===== config.mk =====
export PLATFORM = sky130hd
export DESIGN_NAME = panel_driver_init
export DESIGN_NICKNAME = d
export VERILOG_FILES = /design/src/rtl/panel_driver_init.sv
export SDC_FILE = /design/constraint.sdc
export NUM_CORES = 1
export LEC_CHECK = 0
export CAP_MARGIN = 20
export CORE_UTILIZATION = 60
export CTS_CLUSTER_SIZE = 25
export DETAILED_ROUTE_END_ITERATION = 12
export DONT_BUFFER_PORTS = 1
export GPL_TIMING_DRIVEN = 0
export PLACE_DENSITY = 0.87
export SYNTH_ARGS = -nofsm -noshare
export SYNTH_HDL_FRONTEND = slang
export SYNTH_SLANG_ARGS = --single-unit

===== constraint.sdc =====
create_clock -name clk_in -period 3.25 [get_ports clk_in]
set_input_delay 0.975 -clock clk_in [delete_from_list [all_inputs] [get_ports clk_in]]
set_output_delay 0.975 -clock clk_in [all_outputs]
set_load 0.02 [all_outputs]

===== src/rtl/panel_driver_init.sv =====
// HUB75 driver-chip init: shifts two config words into every driver on the chain,
// then hands the bus back to the scanner. Optional macro: PANEL_INIT_AUTOSTART_EN.
module panel_driver_init #(
  parameter int          PIXELS_PER_ROW  = 64,
  parameter int          NUM_PANES       = 1,
  parameter logic [15:0] REG1_VALUE      = 16'h7FFF,
  parameter logic [15:0] REG2_VALUE      = 16'h0040,
  parameter int          REG1_LATCH_CLKS = 12,
  parameter int          REG2_LATCH_CLKS = 13,
  parameter int          GAP_CYCLES      = 4
) (
  input  logic                   clk_in,
  input  logic                   reset,
  input  logic                   start,
  output logic                   busy,
  output logic                   done,
  output logic                   mask_en,
  output logic                   output_enable_out,
  output logic                   pixel_clk_out,
  output logic                   latch_out,
  output logic [3*NUM_PANES-1:0] rgb1_out,
  output logic [3*NUM_PANES-1:0] rgb2_out
);

  localparam int PW = $clog2(PIXELS_PER_ROW);
  localparam int GW = $clog2(GAP_CYCLES + 1);
  localparam logic [PW-1:0] PIX_LAST = PW'(PIXELS_PER_ROW - 1);
  localparam logic [GW-1:0] GAP_LAST = GW'(GAP_CYCLES - 1);

  typedef enum logic [2:0] {IDLE, SHIFT1, GAP, SHIFT2, DONE} state_t;

  state_t        state, state_n;
  logic [PW-1:0] pix, pix_n;
  logic [GW-1:0] gcnt, gcnt_n;
  logic          phase, phase_n;
  logic          done_n, go;
  logic          sh_n, pclk_n, latch_n, dbit_n, dbit;
  logic [15:0]   reg_n;
  int            lat_clks_n;

`ifdef PANEL_INIT_AUTOSTART_EN
  // Pending for exactly the first cycle after reset releases.
  logic auto_pend;
  always_ff @(posedge clk_in) begin
    if (reset) auto_pend <= 1'b1;
    else       auto_pend <= 1'b0;
  end
  assign go = start | auto_pend;
`else
  assign go = start;
`endif

  always_comb begin
    state_n = state;
    pix_n   = pix;
    phase_n = phase;
    gcnt_n  = gcnt;
    done_n  = done;
    unique case (state)
      IDLE: if (go) begin
        state_n = SHIFT1;
        pix_n   = '0;
        phase_n = 1'b0;
        done_n  = 1'b0;
      end
      SHIFT1, SHIFT2: begin
        phase_n = ~phase;
        if (phase) begin
          if (pix == PIX_LAST) begin
            pix_n   = '0;
            phase_n = 1'b0;
            gcnt_n  = '0;
            state_n = (state == SHIFT1) ? GAP : DONE;
          end else begin
            pix_n = pix + 1'b1;
          end
        end
      end
      GAP: begin
        if (gcnt == GAP_LAST) begin
          state_n = SHIFT2;
          pix_n   = '0;
          phase_n = 1'b0;
        end else begin
          gcnt_n = gcnt + 1'b1;
        end
      end
      DONE: begin
        state_n = IDLE;
        done_n  = 1'b1;
      end
      default: state_n = IDLE;
    endcase
  end

  // Outputs are decoded from the next state and registered, so the pins are
  // glitch-free yet line up cycle-for-cycle with the state they describe.
  always_comb begin
    sh_n       = (state_n == SHIFT1) || (state_n == SHIFT2);
    reg_n      = (state_n == SHIFT2) ? REG2_VALUE : REG1_VALUE;
    lat_clks_n = (state_n == SHIFT2) ? REG2_LATCH_CLKS : REG1_LATCH_CLKS;
    pclk_n     = sh_n & phase_n;
    dbit_n     = sh_n & reg_n[~pix_n[3:0]];
    latch_n    = sh_n & (int'(pix_n) >= PIXELS_PER_ROW - lat_clks_n);
  end

  always_ff @(posedge clk_in) begin
    if (reset) begin
      state         <= IDLE;
      pix           <= '0;
      phase         <= 1'b0;
      gcnt          <= '0;
      done          <= 1'b0;
      busy          <= 1'b0;
      pixel_clk_out <= 1'b0;
      latch_out     <= 1'b0;
      dbit          <= 1'b0;
    end else begin
      state         <= state_n;
      pix           <= pix_n;
      phase         <= phase_n;
      gcnt          <= gcnt_n;
      done          <= done_n;
      busy          <= (state_n != IDLE);
      pixel_clk_out <= pclk_n;
      latch_out     <= latch_n;
      dbit          <= dbit_n;
    end
  end

  assign mask_en = busy;
  // Only observed while mask_en steers the bus here, so it stays blanked.
  assign output_enable_out = 1'b1;

  for (genvar i = 0; i < NUM_PANES; i++) begin : g_pane
    assign rgb1_out[3*i +: 3] = {3{dbit}};
    assign rgb2_out[3*i +: 3] = {3{dbit}};
  end

endmodule


# [Word-level counts from Yosys, hierarchy flattened]
# Cells that the tools add are included.
[word_totals] mem_count=0 out_inout_bits=12 latchBits=0 romBits=0 regBits=18 elab_cells=65 ram_bits=0
[op_classes] mul=0 order_cmp=2 eq_ne=12 n_bitwise=5 n_reduce_logical=8 div=0 shift=0 muxes=26 add_sub_neg=3
[ops] cell="2-to-1 mux 3 bit" n=8
[ops] cell="2-to-1 mux 6 bit" n=4
[ops] cell="case mux 6 bit (3 select lines)" n=1
[ops] cell="2-to-1 mux 15 bit" n=1
[ops] cell="== test 3 x 2 -> 1 bit (second input constant)" n=4
[ops] cell="case mux 3 bit (3 select lines)" n=1
[ops] cell=">= comparator 7 x 8 -> 1 bit" n=1
[ops] cell="!= test 2 bit (second input constant)" n=4
[ops] cell="subtractor 7 x 4 -> 8 bit (first input constant)" n=1
[ops] cell="2-to-1 mux 1 bit" n=7
[ops] cell="adder 6 x 1 -> 6 bit (second input constant)" n=1
[ops] cell="== test 3 x 1 -> 1 bit (second input constant)" n=2
[ops] cell="== test 6 bit (second input constant)" n=1
[ops] cell="case mux 3 bit (2 select lines)" n=1
[ops] cell="less-than comparator 4 x 5 -> 1 bit (second input constant)" n=1
[ops] cell="binary-select mux 1 bit (select 4 bit)" n=1
[ops] cell="NOT 4 bit" n=1
[ops] cell="AND reduction 4 bit" n=1
[ops] cell="nonzero test 2 bit" n=2
[ops] cell="adder 3 x 1 -> 3 bit (second input constant)" n=1
[ops] cell="AND 1 bit" n=3
[ops] cell="== test 3 bit (second input constant)" n=1
[ops] cell="logical NOT 3 bit" n=1
[ops] cell="case mux 1 bit (3 select lines)" n=1
[ops] cell="6 further kinds" n=6

# [Logic depth before layout (Yosys ltp)]
# Gate-level depths: netlist of the first run.
[depth] word_depth=10 depth_mapped=13 ltp_nobuf=13

# [Least setup slack after synthesis of the first run]
# Ideal clock, no wire load.
[synth_path] path_type="input-to-reg" startpoint="in start" endpoint="reg latch_out" setup_slack_ns=0.847 arrival_ns=2.275 t_required_ns=3.122 cell_stages=9 setup_ns=0.128 n_path_buf=0 path_cell_list="mux2i_1 a21o_2 nand2_1 o21ai_2 ha_1 nand2b_1 a21o_1 a211oi_2 nor4b_2"
[synth_via] word_cells_on_any_way=11 classes_between="add/sub (1); order compare (1); eq/ne (2); mux (5); bitwise (1); reduce/logical (1)"
[synth_lines] item="start: declaration" line="14" source="input logic start,"
[synth_lines] item="2-to-1 mux 6 bit" line="60" source="IDLE: if (go) begin"
[synth_lines] item="case mux 6 bit (3 select lines)" line="59" source="unique case (state)"
[synth_lines] item="named net pix_n[0]" line="33" source="logic [PW-1:0] pix, pix_n;"
[synth_lines] item=">= comparator 7 x 8 -> 1 bit" line="104" source="latch_n = sh_n & (int'(pix_n) >= PIXELS_PER_ROW - lat_clks_n);"
[synth_lines] item="AND 1 bit" line="104"
[synth_lines] item="end signal: assignment" line="126" source="latch_out <= latch_n;"
[synth_lines] item="end: declaration" line="20" source="output logic latch_out,"
# The timed path passes the listed nets, and every way through them passes these cells.
# A chain may end at the register's enable or synchronous reset.

# [Worst setup path in the final report of the first run]
[layout_path] startpoint="reg pix[0]" endpoint="reg latch_out"
[layout_via] word_cells_on_any_way=17 classes_between="add/sub (2); order compare (1); eq/ne (3); mux (9); bitwise (1); reduce/logical (1)"
[layout_lines] item="start: declaration" line="33"
[layout_lines] item="start signal: assignment" line="120" source="pix <= pix_n;"
[layout_lines] item="adder 6 x 1 -> 6 bit / == test 6 bit (equally long branches)" line="75, 69"
[layout_lines] item="2-to-1 mux 6 bit" line="69" source="if (pix == PIX_LAST) begin"
[layout_lines] item="2-to-1 mux 6 bit" line="68" source="if (phase) begin"
[layout_lines] item="case mux 6 bit (3 select lines) *" line="59"
[layout_lines] item="named net pix_n[0]" line="33"
[layout_lines] item=">= comparator 7 x 8 -> 1 bit *" line="104"
[layout_lines] item="AND 1 bit *" line="104"
# Mark *: on every way through the listed nets, which the timed path passes. The rest lies on a longest branch.

==> flow_summary_export.csv, run 1 <==
group,metric,value,unit
routing,wirelength,2330,um
layout,final_area,0.00122,mm2
global_routing,grt_max_degree,11,
placed_design,io_buffers,0,
clock_tree,clk_latency,300,ps
sta,finalSetupTns,0,ps
setup_path,path_max_fanout,5,
clock_tree,h-tree-depth,1,
sta,period_needed,2600,ps
synthesis,ys_seq_elements,18,
clock_tree,cts_hold_buf,0,
floorplanning,die_w,45.8,um
clock_tree,postCtsSetupRepairBufs,0,
clock_tree,cts_made_buffers,3,
routing,drt_first_pass_iters,6,
routing,top_layer_used,"met4",
setup_path,cpPeakStageDelay,400,ps
setup_path,slowest_stage,"a2111oi_0",
layout,final_common_cell,"dfxtp_1",
synthesis,synth_cell_types,44,
routing,final_antenna_net_count,0,
sta,setup_ws,646,ps
routing,dr_wl_met3,171,um
floorplanning,initial_utilization,0.652,
layout,fillers,147,
clock_tree,cts_tree,"done",
setup_path,path_delay_family,"compound AO/OA/AOI/OAI gates",
global_routing,grt_antenna_before_repair,0,
clock_tree,cts.clk_slew.worst_paths,100,ps
sta,rsz0062_at_grt,"false",
clock_tree,root_buffer,"clkbuf_4",
global_routing,grtUsageTotal,0.264,
synthesis,syn-num-nets,145,
floorplanning,io_pins,15,
layout,multiInputGateArea,663,um2
clock_tree,cts_max_path_buffers,2,
setup_path,crit_top_cell,"ha_1",
setup_path,end_kind,"flop",
clock_tree,cts-resized-gates,0,
routing,num_vias,975,
routing,routedWlPerCell,14.3,um
sta,fin_hold_ws,547,ps
power_and_ir_drop,ir_drop,230,uV
setup_path,worst_ep_required_time,3440,ps
sta,post-route-period-util,0.801,
flow_run,max_cap_violations,0,
synthesis,synth_edf_count,0,
clock_tree,cts.sinks,18,
setup_path,crit_arrival,2800,ps
layout,diodes,0,
synthesis,ys_async_sr_fraction,0,
synthesis,avgSynthCellArea,8.58,um2
outcome,status,"complete, no violations",
layout,register_area,360,um2
routing,drt_iter0_drc,35,
sta,finalSetupViolCount,0,
placed_design,globalplace.congestion,0.969,
routing,vias_per_cell,5.98,
synthesis,ys_warn_count,0,
power_and_ir_drop,power,421,uW
setup_path,crit_type,"flop to flop",
sta,slew_violations,0,
synthesis,seq_area_frac_synth,0.313,
routing,dr_wl_met2,1170,um
sta,hold_viol,0,
setup_path,crit_path_cell_trace,"ha_1 > and4_4 > a2111oi_0 > a21oi_1 > o21ai_2 > ha_1 > nand2b_1 > a21o_1 > a211oi_2 > nor4b_2",
sta,fmax,0.384,GHz
placed_design,dp_hpwl,1720,um
global_routing,overflow,0,
power_and_ir_drop,p_leak,0.481,nW
synthesis,syn_inst,134,
sta,finClkSkew,1.06,ps
sta,maxSlewHeadroom,0.632,
synthesis,synth-main-ff-cell,"dfxtp_1",
setup_path,critPathBufInv,0,
sta,worstMarginPinSlew,548,ps
layout,layout-drive-gt1-share,0.196,
setup_path,start_kind,"flop",
synthesis,syn_area,0.00115,mm2
global_routing,grt_pass1_wl,3850,um
placed_design,place_area,0.00118,mm2
global_routing,grt_pass1_vias,888,
placed_design,dpl_worst_slack,624,ps
routing,wl_met1,966,um
layout,final_nets,150,
floorplanning,rows,15,
floorplanning,die_h,45.8,um
layout,final_cell_mix,"18 x dfxtp_1, 16 x nor2_1, 10 x buf_4, 10 x nand2_1, 10 x inv_1",
routing,drc,0,
hold_path,hp-class,"flop to flop",
floorplanning,core,0.00176,mm2
layout,area_growth,5.88,%
power_and_ir_drop,power_density,346,mW/mm2
floorplanning,die_area,0.00210,mm2
final timing paths:
kind	start	end	slack, ps	cells past startpoint
min	gcnt[2]	gcnt[2]	550	2
max reg2reg	pix[0]	latch_out	650	10
min reg2reg	gcnt[2]	gcnt[2]	550	2
max	pix[0]	latch_out	650	10
kinds of logic after synthesis:
kind of cell    synth area share
fa+ha+maj                 0.0871
simple gates               0.248
compound gates             0.183
mux                       0.0479
flops                      0.313
xor+xnor                 0.00762
buf+inv                    0.110
other cells              0.00326
metrics by stage:
step,instances,util
detailed placement,159,0.670
finish,163,0.690
global placement,159,0.670
global route,163,0.690
CTS,163,0.690
floorplan,134,-
routing by layer:
layer  up-vias  GRT usage
met5         -          0
met4         0      0.112
met1       459      0.312
met2        43      0.454
li1        471          -
met3         2     0.0595
registers in the layout, summed over array words and instances, names as in the netlist:
signal / count
pix: 6
gcnt: 3
state: 3
busy: 1
dbit: 1
done: 1
latch_out: 1
phase: 1
pixel_clk_out: 1
power breakdown:
group          switching (mW)  total [mW]  internal (mW)
Combinational          0.0298      0.0468         0.0170
Clock                  0.0733       0.142         0.0685
Sequential            0.00739       0.233          0.225
Total                   0.110       0.421          0.311
synthesized netlist by cell type (2+ instances only):
| cell | count | area [um2] |
|---|---|---|
| buf_4 | 10 | 75.1 |
| nand4_2 | 2 | 25.0 |
| buf_2 | 2 | 10.0 |
| ha_1 | 8 | 100 |
| o21ai_0 | 2 | 10.0 |
| nand4b_1 | 2 | 17.5 |
| nand2_1 | 10 | 37.5 |
| nand2b_1 | 3 | 18.8 |
| a31oi_1 | 2 | 12.5 |
| nor2b_1 | 5 | 31.3 |
| inv_1 | 10 | 37.5 |
| a21oi_1 | 3 | 15.0 |
| dfxtp_1 | 18 | 360 |
| nor2_1 | 16 | 60.1 |
| nand3_1 | 2 | 10.0 |
| o22ai_1 | 2 | 12.5 |
| a22oi_1 | 3 | 22.5 |
| nand3b_1 | 2 | 15.0 |
| nor3_1 | 4 | 20.0 |
| mux2i_1 | 4 | 40.0 |
final cells by class:
type | count | share of cell area
sequential | 18 | 0.296
inverter | 10 | 0.0308
clock buffer | 4 | 0.0298
buffer | 13 | 0.0730
tap | 25 | 0.0257
multi-input combinational | 93 | 0.545
worst register-to-register path, cell delays in order (launching register included):
cell,delay (ps)
dfxtp_1,380
ha_1,270
and4_4,230
a2111oi_0,400
a21oi_1,100
o21ai_2,190
ha_1,250
nand2b_1,140
a21o_1,180
a211oi_2,270
nor4b_2,80
Power figures use the tool's default switching activity.
==> inputs of run 2 (changes only) <==
==> constraint.sdc (replaced) <==
create_clock -name clk_in -period 2.5 [get_ports clk_in]
set_input_delay 0.75 -clock clk_in [delete_from_list [all_inputs] [get_ports clk_in]]
set_output_delay 0.75 -clock clk_in [all_outputs]
set_load 0.02 [all_outputs]
==> run 2 against run 1 <==
Via count rose by 5.9%. Final area is 6.9% higher. Sequential cell count unchanged. Clock power rose by 31%. First-iteration DRC count up 89%. Critical endpoint unchanged.
==> flow_summary_export.csv, run 2 (synthesis results as in run 1) <==
group,metric,value,unit
outcome,status,"complete, no violations",
placed_design,place_area,0.00118,mm2
routing,wirelength,2600,um
placed_design,globalplace.congestion,0.969,
clock_tree,cts_hold_buf,0,
floorplanning,die_h,45.8,um
sta,finClkSkew,1.56,ps
routing,vias_per_cell,6.11,
clock_tree,cts.sinks,18,
sta,fin_hold_ws,490,ps
layout,final_core_util,0.738,
floorplanning,io_pins,15,
sta,period_needed,2430,ps
placed_design,io_buffers,0,
sta,fmax,0.411,GHz
layout,final_area,0.00130,mm2
setup_path,worst_ep_required_time,2690,ps
sta,maxSlewHeadroom,0.652,
routing,num_vias,1033,
placed_design,dp_hpwl,1720,um
flow_run,max_cap_violations,0,
layout,fillers,130,
layout,diodes,0,
setup_path,path_max_fanout,5,
sta,slew_violations,0,
layout,register_area,365,um2
power_and_ir_drop,power_density,434,mW/mm2
clock_tree,cts.clk_slew.worst_paths,100,ps
sta,setup_ws,69.9,ps
global_routing,overflow,0,
floorplanning,die_area,0.00210,mm2
clock_tree,cts_max_path_buffers,2,
layout,layout-drive-gt1-share,0.285,
layout,regMostFlops,"pix",
placed_design,dpl_worst_slack,-70.9,ps
power_and_ir_drop,p_leak,0.519,nW
routing,drc,0,
setup_path,crit_type,"flop to flop",
global_routing,grt_antenna_before_repair,0,
layout,multiInputGateArea,697,um2
layout,reg_top3,"pix: 6 flops, gcnt: 3 flops, state: 3 flops",
floorplanning,die_w,45.8,um
layout,area_growth,13.2,%
layout,largest_reg_flops,6,
layout,final_nets,156,
setup_path,crit_arrival,2620,ps
sta,post-route-period-util,0.972,
sta,finalSetupViolCount,0,
routing,drt_iter0_drc,66,
sta,hold_viol,0,
power_and_ir_drop,ir_drop,370,uV
sta,worstMarginPinSlew,522,ps
floorplanning,core,0.00176,mm2
routing,routedWlPerCell,15.4,um
clock_tree,root_buffer,"clkbuf_4",
clock_tree,clk_latency,310,ps
routing,final_antenna_net_count,0,
global_routing,grt_pass1_vias,897,
setup_path,start_kind,"flop",
global_routing,grt_pass1_wl,3910,um
floorplanning,initial_utilization,0.652,
clock_tree,h-tree-depth,1,
hold_path,hp-class,"primary input to flop",
clock_tree,cts_made_buffers,3,
routing,drt_first_pass_iters,4,
setup_path,end_kind,"flop",
global_routing,grtUsageTotal,0.268,
global_routing,grt_max_degree,11,
floorplanning,rows,15,
setup_path,r2r_slack,70,ps
layout,final_cell_mix,"16 x buf_4, 16 x nor2_1, 16 x dfxtp_1",
clock_tree,cts_tree,"done",
[run 2: repair_timing]
action,CTS,global route
setup buffers,1,5
endpoints found under the setup margin,2,2
gates cloned,0,0
pin swaps,2,8
resized for setup,4,7
[run 2: power breakdown]
part | internal (mW) | switching (mW)
combinational | 0.0309 | 0.0448
sequential | 0.292 | 0.0101
clock | 0.0891 | 0.0972
[run 2: area by class of cell]
type | count | area share
repair buffers | 6 | 0.0346
inverters | 10 | 0.0288
well taps | 25 | 0.0240
multi-input cells | 93 | 0.536
clock buffers | 4 | 0.0279
flip-flops and latches | 18 | 0.281
plain buffers | 13 | 0.0683
[run 2: path summary, 6_finish.rpt]
kind / from / to / cells after the start
setup reg to reg: pix[0] / latch_out / 10
hold / removal: reset / pix[1] / 1
hold reg to reg: gcnt[0] / gcnt[0] / 2
setup / recovery: pix[0] / latch_out / 10
[run 2: stage by stage]
stage | total power [mW] | instances | TNS (ps)
after global placement | 0.367 | 159 | -19.2
after CTS | 0.556 | 164 | 0
final | 0.564 | 169 | 0
after global routing | 0.587 | 169 | -99.7
after detailed placement | 0.369 | 159 | -70.9
after floorplan | 0.357 | 134 | 0
[run 2: layer usage]
layer / up-vias / GRT usage / wire (um)
met5: - / 0 / 0
met4: 0 / 0.112 / 61
met3: 10 / 0.0595 / 215
met2: 56 / 0.466 / 1280
met1: 485 / 0.315 / 1050
li1: 482 / - / -
[run 2: critical path, stage by stage (launching register included)]
cell	delay (ps)
dfxtp_4	390
ha_2	210
and4_4	220
a2111oi_4	300
a21oi_2	60
o21ai_2	200
ha_1	260
nand2b_1	140
a21o_1	180
a211oi_2	270
nor4b_2	80
==> inputs of run 3 (changes only) <==
--- a/config.mk
+++ b/config.mk
@@ -6,6 +6,7 @@
 export NUM_CORES = 1
 export LEC_CHECK = 0
 export CAP_MARGIN = 20
+export CORE_ASPECT_RATIO = 1.1
 export CORE_UTILIZATION = 60
 export CTS_CLUSTER_SIZE = 25
 export DETAILED_ROUTE_END_ITERATION = 12
==> run 3 against run 2 <==
Die area about the same. Final area decreased by 3.8%. Via count decreased by 7.0%. Largest cell class unchanged. Worst hold slack gained 7.8 ps. Critical path depth did not move. The run now ends with design-rule violations left. Cell count fell by 7.1%. Power decreased by 2.7%. Clock skew rose by 3.0 ps. Register-to-register slack about the same. Global-route usage is 2.9 points lower. Non-clock buffer count is 5 lower. Routed wire length fell by 11%. Highest routed layer unchanged.
==> flow_summary_export.csv, run 3 (synthesis results as in run 1) <==
group,metric,value,unit
outcome,status,"complete, but fails checks",
outcome,violations,"design-rule violations",
clock_tree,cts.sinks,18,
sta,post-route-period-util,0.971,
global_routing,grt_antenna_before_repair,0,
setup_path,start_kind,"flop",
global_routing,grtUsageTotal,0.239,
power_and_ir_drop,power_frac_seq,0.550,
layout,fin_cells,157,
clock_tree,clk_latency,300,ps
floorplanning,core,0.00178,mm2
power_and_ir_drop,sw_frac_of_total,0.260,
power_and_ir_drop,p_int,406,uW
setup_path,r2r_slack,70,ps
layout,reg_top3,"pix: 6 flops, gcnt: 3 flops, state: 3 flops",
sta,hold_viol,0,
power_and_ir_drop,p_leak,0.491,nW
hold_path,hp-class,"primary input to flop",
power_and_ir_drop,pwr-share-comb,0.121,
layout,final_cell_mix,"16 x nor2_1, 16 x dfxtp_1, 11 x buf_4",
floorplanning,rows,16,
sta,finClkSkew,4.52,ps
sta,period_needed,2430,ps
setup_path,end_kind,"flop",
clock_tree,cts_hold_buf,0,
layout,final_nets,151,
floorplanning,die_area,0.00210,mm2
power_and_ir_drop,ir_drop,334,uV
global_routing,grt_max_degree,11,
routing,vias_per_cell,6.12,
layout,layout-drive-gt1-share,0.245,
placed_design,globalplace.congestion,0.925,
layout,largest_reg_flops,6,
setup_path,rr_worst_depth,10,
clock_tree,root_buffer,"clkbuf_4",
global_routing,grt_pass1_vias,831,
floorplanning,io_pins,15,
setup_path,regToRegStartpoint,"pix[0]",
global_routing,overflow,0,
placed_design,dpl_worst_slack,-41.6,ps
layout,diodes,0,
global_routing,grt_pass1_wl,3680,um
placed_design,dp_hpwl,1630,um
floorplanning,die_w,43.7,um
routing,final_antenna_net_count,0,
routing,drt_first_pass_iters,8,
setup_path,path_max_fanout,5,
sta,finalSetupViolCount,0,
routing,routedWlPerCell,14.8,um
routing,drt_iter0_drc,54,
setup_path,endpoint,"latch_out",
routing,wirelength,2320,um
routing,drc,4,
power_and_ir_drop,p_clk_frac,0.328,
layout,area_growth,8.81,%
sta,fmax,0.412,GHz
setup_path,crit_arrival,2610,ps
placed_design,dp.cells,152,
floorplanning,die_h,47.9,um
floorplanning,initial_utilization,0.645,
flow_run,max_cap_violations,0,
layout,regMostFlops,"pix",
power_and_ir_drop,power_density,439,mW/mm2
clock_tree,cts_tree,"done",
clock_tree,cts_made_buffers,3,
clock_tree,cts.clk_slew.worst_paths,100,ps
sta,slew_violations,0,
power_and_ir_drop,power.net_switching,143,uW
clock_tree,cts_max_path_buffers,2,
setup_path,crit_type,"flop to flop",
placed_design,io_buffers,0,
routing,num_vias,961,
setup_path,worst_ep_required_time,2680,ps
setup_path,worstSetupStartpoint,"pix[0]",
sta,setup_ws,73.1,ps
setup_path,reg2reg_to,"latch_out",
clock_tree,h-tree-depth,1,
[run 3: changes by cell type in the layout (fill, tap and decap cells not counted), sizes merged]
cell	delta
buf	-5
[run 3: layout make-up]
class | count | area (um2)
fill | 144 | 531
timing repair buffer | 1 | 7.51
buffer | 13 | 88.8
multi-input combinational | 93 | 693
tap | 18 | 22.5
inverter | 10 | 37.5
clock buffer | 4 | 36.3
sequential | 18 | 365
[run 3: routing by layer]
| metal | share of wire | vias up | global-route usage |
|---|---|---|---|
| li1 | - | 471 | - |
| met1 | 0.44 | 441 | 0.317 |
| met2 | 0.47 | 42 | 0.409 |
| met3 | 0.062 | 7 | 0.0226 |
| met4 | 0.021 | 0 | 0.0875 |
| met5 | 0 | - | 0 |
[run 3: power by group through the flow]
stage	clock network, mW	registers, mW	logic [mW]
4_1_cts	0.186	0.302	0.0611
3_3_place_gp	0	0.308	0.0580
6_report	0.180	0.302	0.0667
5_1_grt	0.197	0.303	0.0720
3_5_place_dp	0	0.309	0.0598
2_1_floorplan	0	0.307	0.0496
[run 3: critical path, stage by stage (launching register included)]
cell       delay, ps
dfxtp_4          380
ha_2             210
and4_4           230
a2111oi_4        320
a21oi_2           70
o21ai_2          170
ha_1             260
nand2b_1         140
a21o_1           180
a211oi_2         270
nor4b_2           80
[run 3: worst min-delay path by stage]
stage / from / endpoint / slack, ps / depth (start not counted)
floorplan: gcnt[2] / gcnt[2] / 460 / 2
global placement: gcnt[2] / gcnt[2] / 470 / 2
detailed placement: gcnt[1] / gcnt[1] / 490 / 2
CTS: reset / pix[0] / 490 / 1
global route: reset / pix[0] / 480 / 1
finish: reset / pix[0] / 500 / 1
[run 3: what timing repair did]
item | in CTS | in global routing
setup buffers | 0 | 1
gates resized for setup | 3 | 6
endpoints found under the setup margin | 1 | 2
pin swaps | 2 | 3
[run 3: metrics by stage]
| step | setup TNS, ps | power, mW | utilization | hold WS (ps) | area, um2 |
|---|---|---|---|---|---|
| detailed placement | -41.6 | 0.368 | 0.658 | 492 | 1170 |
| finish | 0 | 0.549 | 0.702 | 498 | 1250 |
| global placement | -4.44 | 0.366 | 0.658 | 473 | 1170 |
| global route | -16.7 | 0.572 | 0.702 | 485 | 1250 |
| CTS | 0 | 0.550 | 0.683 | 493 | 1220 |
| floorplan | 0 | 0.357 | - | 460 | 1150 |
